--- src/rtl/sid_envelope_gen.sv ---
// SID-style ADSR envelope generator: a 15-bit rate counter (with the wrap-around "ADSR bug"),
// an exponential decay/release divider and a zero-freeze, advanced by a per-cycle tick enable.
module sid_envelope_gen #(
   parameter int RATE_W      = 15,
   parameter bit ZERO_FREEZE = 1'b1
) (
   input  logic       clk,
   input  logic       rst,
   input  logic       tick,
   input  logic       gate,
   input  logic [3:0] attack,
   input  logic [3:0] decay,
   input  logic [3:0] sustain,
   input  logic [3:0] release_rate,
   output logic [7:0] envelope_o,
   output logic [1:0] state_o
);

   typedef enum logic [1:0] {
      ST_ATTACK        = 2'd0,
      ST_DECAY_SUSTAIN = 2'd1,
      ST_RELEASE       = 2'd2
   } state_t;

   state_t              state;
   logic [RATE_W-1:0]   rate_cnt;
   logic [4:0]          exp_cnt;
   logic                gate_prev;
   logic                hold_zero;
   logic [7:0]          envelope;

   state_t              state_nxt;
   logic [3:0]          rate_idx;
   logic [RATE_W-1:0]   rate_period;
   logic [RATE_W-1:0]   rate_inc;
   logic                rate_step;
   logic [4:0]          exp_period;
   logic [4:0]          exp_inc;
   logic                exp_step;
   logic                gate_rise;
   logic                gate_fall;
   logic [7:0]          sustain_level;

   function automatic logic [RATE_W-1:0] period_of(input logic [3:0] idx);
      case (idx)
         4'd0:    return RATE_W'(9);
         4'd1:    return RATE_W'(32);
         4'd2:    return RATE_W'(63);
         4'd3:    return RATE_W'(95);
         4'd4:    return RATE_W'(149);
         4'd5:    return RATE_W'(220);
         4'd6:    return RATE_W'(267);
         4'd7:    return RATE_W'(313);
         4'd8:    return RATE_W'(392);
         4'd9:    return RATE_W'(977);
         4'd10:   return RATE_W'(1954);
         4'd11:   return RATE_W'(3126);
         4'd12:   return RATE_W'(3907);
         4'd13:   return RATE_W'(11720);
         4'd14:   return RATE_W'(19532);
         default: return RATE_W'(31251);
      endcase
   endfunction

   // Piecewise-linear approximation of an exponential curve: the lower the envelope, the more rate steps per decrement.
   function automatic logic [4:0] exp_period_of(input logic [7:0] env);
      if      (env > 8'h5D) return 5'd1;
      else if (env > 8'h36) return 5'd2;
      else if (env > 8'h1A) return 5'd4;
      else if (env > 8'h0E) return 5'd8;
      else if (env > 8'h06) return 5'd16;
      else                  return 5'd30;
   endfunction

   // NOTE: every signal gets a default at the top of always_comb so no path can infer a latch.
   always_comb begin
      gate_rise     = gate & ~gate_prev;
      gate_fall     = ~gate & gate_prev;
      sustain_level = {sustain, sustain};
      state_nxt     = state;
      if (gate_rise)      state_nxt = ST_ATTACK;
      else if (gate_fall) state_nxt = ST_RELEASE;

      // The rate is picked from the state being entered, so a gate edge steps at the new rate on that same tick.
      case (state_nxt)
         ST_ATTACK:        rate_idx = attack;
         ST_DECAY_SUSTAIN: rate_idx = decay;
         default:          rate_idx = release_rate;
      endcase
      rate_period = period_of(rate_idx);
      rate_inc    = rate_cnt + RATE_W'(1);
      rate_step   = (rate_inc == rate_period);
      exp_period  = exp_period_of(envelope);
      exp_inc     = exp_cnt + 5'd1;
      exp_step    = (exp_inc == exp_period);
   end

   // NOTE: sequential state uses non-blocking assignments only, so every register samples pre-edge values.
   always_ff @(posedge clk or posedge rst) begin
      if (rst) begin
         state     <= ST_RELEASE;
         rate_cnt  <= '0;
         exp_cnt   <= '0;
         gate_prev <= 1'b0;
         hold_zero <= 1'b1;
         envelope  <= 8'h00;
      end else if (tick) begin
         gate_prev <= gate;
         state     <= state_nxt;
         if (gate_rise) hold_zero <= 1'b0;

         if (!rate_step) begin
            // A period lowered below rate_cnt makes the counter run all the way round the wrap point.
            rate_cnt <= rate_inc;
         end else begin
            rate_cnt <= '0;
            case (state_nxt)
               ST_ATTACK: begin
                  exp_cnt <= '0;
                  if (envelope != 8'hFF) envelope <= envelope + 8'd1;
                  if (envelope >= 8'hFE) state <= ST_DECAY_SUSTAIN;
               end
               ST_DECAY_SUSTAIN: begin
                  if (exp_step) begin
                     exp_cnt <= '0;
                     if (envelope != sustain_level && envelope != 8'h00)
                        envelope <= envelope - 8'd1;
                  end else begin
                     exp_cnt <= exp_inc;
                  end
               end
               default: begin
                  if (exp_step) begin
                     exp_cnt <= '0;
                     if (!hold_zero && envelope != 8'h00) begin
                        envelope <= envelope - 8'd1;
                        if (envelope == 8'h01 && ZERO_FREEZE) hold_zero <= 1'b1;
                     end
                  end else begin
                     exp_cnt <= exp_inc;
                  end
               end
            endcase
         end
      end
   end

   assign envelope_o = envelope;
   assign state_o    = state;

endmodule
--- config.mk ---
export PLATFORM = sky130hd
export DESIGN_NAME = sid_envelope_gen
export DESIGN_NICKNAME = d
export VERILOG_FILES = /design/src/rtl/sid_envelope_gen.sv
export SDC_FILE = /design/constraint.sdc
export NUM_CORES = 1
export LEC_CHECK = 0
export CELL_PAD_IN_SITES_DETAIL_PLACEMENT = 1
export CELL_PAD_IN_SITES_GLOBAL_PLACEMENT = 1
export CORE_MARGIN = 1.5
export CORE_UTILIZATION = 44
export DETAILED_ROUTE_END_ITERATION = 8
export GPL_TIMING_DRIVEN = 0
export PLACE_DENSITY_LB_ADDON = 0.1
export SKIP_LAST_GASP = 1
export SYNTH_ARGS = -nofsm -noshare
export SYNTH_HDL_FRONTEND = slang
export SYNTH_SLANG_ARGS = --single-unit
--- constraint.sdc ---
create_clock -name clk -period 4.9 [get_ports clk]
set_clock_uncertainty 0.1 [all_clocks]
set_input_delay 0.49 -clock clk [delete_from_list [all_inputs] [get_ports clk]]
set_output_delay 0.49 -clock clk [all_outputs]
set_load 0.005 [all_outputs]
==> summary.md <==
| Metric | Value |
|---|---|
| Outcome | finished clean |
| DR iter-0 viols | 188 |
| Fin cells | 531 |
| Max Cap Viol | 0 |
| Post-layout min period | 4589 ps |
| Pwr dens | 290.8 nW/um2 |
| Synth Flop Type | dfrtp_1 |
| Yosys warns | 0 |
| Latest clock arrival within the worst-skew pair | 290 ps |
| Die height | 88.24 um |
| Global-route wire length before repair | 16050 um |
| Cell Area, Synth | 3197 um2 |
| Syn nets | 432 |
| Root buffer cell | clkbuf_8 |
| Rows | 30 |
| Fin. Hold Viols | 0 |
| Crit end category | register |
| Slew @ Worst Pin | 891.0 ps |
| Clk slew on worst S/H paths | 80 ps |
| Pre-CTS WS | -594.2 ps |
| Number of I/O pins | 30 |
| Filler Cell Count | 886 |
| CTS max path bufs | 2 |
| PnR worst setup slack | 311.0 ps |
| Tcrit/Tclk final | 93.65% |
| Final setup violation count | 0 |
| Critical path type | in -> reg |
| Core area | 6907 um2 |
| Via count | 3157 |
| Chip Width | 88.24 um |
| Max Slew Vio Count | 0 |
| Layout area overhead | 18.24% |
| Nets@finish | 471 |
| Placed Cells | 520 |
| # DRC | 0 |
| RR Startpoint | gate_prev$_DFFE_PP0P_ |
| # clock sinks | 32 |
| Crit path max fanout | 10 |
| R2R depth | 15 |
| Pin count of the biggest net entering global routing | 33 |
| Arr. time, crit path | 4640 ps |
| Max Clock Freq | 217.9 MHz |
| Gate Count Post-Synth | 395 |
| Congestion Overflow GR | 0 |
| IO Port Bufs | 29 |
| Gr usage total | 26.32% |
| Gpl congestion | 0.8994 |
| Post-synth EDFFs | 0 |
| Vias in the first global route | 3258 |
| DR WL/cell | 18.02 um |
| Critical Path RT | 4950 ps |
| Yosys reg bits | 32 |
| Die area | 7785 um2 |
| Vias per cell | 5.945 |
| Ant. Diodes | 0 |
| Netlist cell types | 59 |
| Inserted Clock Buffers | 5 |
| Total length of routed wires | 9566 um |
| Worst R2R End | exp_cnt[3]$_DFFE_PP0P_ |
| R2R Setup Slk | 580 ps |
| Leakage power | 0.001517 uW |
| Synth Area per Inst | 8.093 um2 |
| RSZ-0062 raised after global routing | false |
| Initial antenna violation count | 0 |
| CP Launch Point | gate |
| H-tree Lvls | 2 |
| Layout cells sized above 1 | 9.655% |
| VDD IR-drop max | 0.1770 mV |
| TritonCTS clock tree | yes |
| Relative max-transition margin | 40.09% |
| DP HPWL | 7181 um |
| Post-route ant nets | 0 |
| CP Launch Type | primary input |
| First drt pass iteration count | 4 |
| Post-synth ARST share | 100.0% |
| Crit path to | exp_cnt[3]$_DFFE_PP0P_ |
| Sequential-to-total area share from yosys stat | 25.13% |
| Hold Crit Start | hold_zero$_DFFE_PP1P_ |
| Hold/Removal Path Class | reg -> reg |
| Total chip power | 1099 uW |
| Starting density of the core | 46.29% |
-- stage by stage --
stage	hold slack [ps]	setup TNS [ps]	instance area, um2	util [%]
6_report	441.8	0	3780	54.73
5_1_grt	480.3	0	3780	54.73
4_1_cts	435.8	0	3749	54.28
3_5_place_dp	424.2	-15710	3607	52.23
3_3_place_gp	398.7	-11580	3607	52.23
2_1_floorplan	380.1	0	3197	-
-- report_power, final --
group / internal, uW / switching [uW] / total, uW
clock network: 180 / 109 / 288
registers: 296 / 36.3 / 332
logic: 206 / 273 / 479
-- flip-flops by register name (all words and copies together) (netlist names) --
register / cells
state_o: 2
hold_zero: 1
envelope_o: 8
exp_cnt: 5
rate_cnt: 15
gate_prev: 1
-- layer usage --
metal	vias to the layer above	GRT usage, %	routed length [um]
met5	-	0	0
met4	0	5.966	105
li1	1509	-	-
met3	12	2.799	329
met2	62	43.72	4571
met1	1574	37.01	4559
-- synth_stat cells (4+ instances only) --
cell type	count	area share (%)
nor3_2	5	1.6
nor2_1	24	2.8
buf_2	6	0.94
inv_1	27	3.2
nand3_1	19	3.0
a211oi_1	4	0.94
dfrtp_1	30	23
nand3b_1	6	1.4
xor2_1	13	3.6
o22ai_1	7	1.4
a21oi_1	15	2.3
nand2_1	19	2.2
mux2i_1	9	2.8
nand4_1	10	2.0
clkbuf_1	16	1.9
nor4_1	8	1.6
nor3_1	16	2.5
xnor2_1	27	7.4
ha_1	17	6.7
nor2b_1	6	1.2
and3_1	8	1.6
buf_6	4	1.4
o21ai_0	34	5.3
o31ai_1	4	0.94
a31oi_1	6	1.2
-- what timing repair did --
| item | CTS | global route |
|---|---|---|
| resized for setup | 1 | 3 |
| setup buffers | 1 | 2 |
| setup endpoints to repair | 30 | 29 |
| pin swaps | 1 | 1 |
| hold buffers | 0 | 0 |
-- critical path: stages --
cell and delay, ps:
clkdlybuf4s50_1 490, nor2b_2 220, clkbuf_4 250, nor3_1 110, o32ai_4 350, inv_1 160, ha_1 390, xnor2_1 220
o21ai_0 130, a2111oi_2 410, nand4_1 160, or4b_1 520, buf_2 180, clkbuf_1 230, o21ai_0 210, o41ai_1 90
-- cell type report --
type                            count  area (um2)  area share [%]
Buffer                             27       141.4           3.740
Clock buffer                        7       96.34           2.549
Clock inverter                      1       30.03          0.7944
Inverter                           28       107.6           2.847
Multi-Input combinational cell    308        2168           57.37
Sequential cell                    32       803.3           21.25
Tap cell                           96       120.1           3.178
Timing Repair Buffer               32       312.8           8.275
-- how the worst min path moves through the flow --
| stage | to | depth (start not counted) | slack (ps) |
|---|---|---|---|
| floorplan | hold_zero$_DFFE_PP1P_ | 2 | 380 |
| global placement | hold_zero$_DFFE_PP1P_ | 2 | 400 |
| detailed placement | hold_zero$_DFFE_PP1P_ | 2 | 420 |
| CTS | hold_zero$_DFFE_PP1P_ | 2 | 440 |
| global route | rate_cnt[14]$_DFFE_PP0P_ | 2 | 480 |
| finish | hold_zero$_DFFE_PP1P_ | 2 | 440 |
-- cell families (layout without fill, tap and decap cells) --
family | Yosys count | in the layout | synth area share [%]
AND/OR/NAND/NOR | 138 | 138 | 23.56
AO/OA/AOI/OAI | 102 | 102 | 22.47
adder cells (fa/ha/maj) | 17 | 17 | 6.653
buffers and inverters | 55 | 95 | 7.710
flip-flops | 32 | 32 | 25.13
multiplexers | 11 | 11 | 3.523
XOR/XNOR | 40 | 40 | 10.96
-- cells in the final DEF (no fill, tap or decap), drive strengths merged, types with 3 or more instances in the layout --
master	instances
nor2	24
xnor2	27
clkbuf	24
and4	3
or2	3
and3	8
o32ai	3
o22ai	7
o21ai	34
o31ai	4
nand3	19
a211o	3
nor4	8
clkdlybuf4s50	29
o21a	3
a31oi	6
xor2	13
or3	3
a211oi	6
and2	3
inv	28
nand2	19
nor3	21
nand4	10
ha	17
a21oi	15
dfrtp	30
nor2b	6
o41ai	3
nand3b	6
buf	13
mux2i	9
No activity file was read; power rests on OpenSTA's default activity.
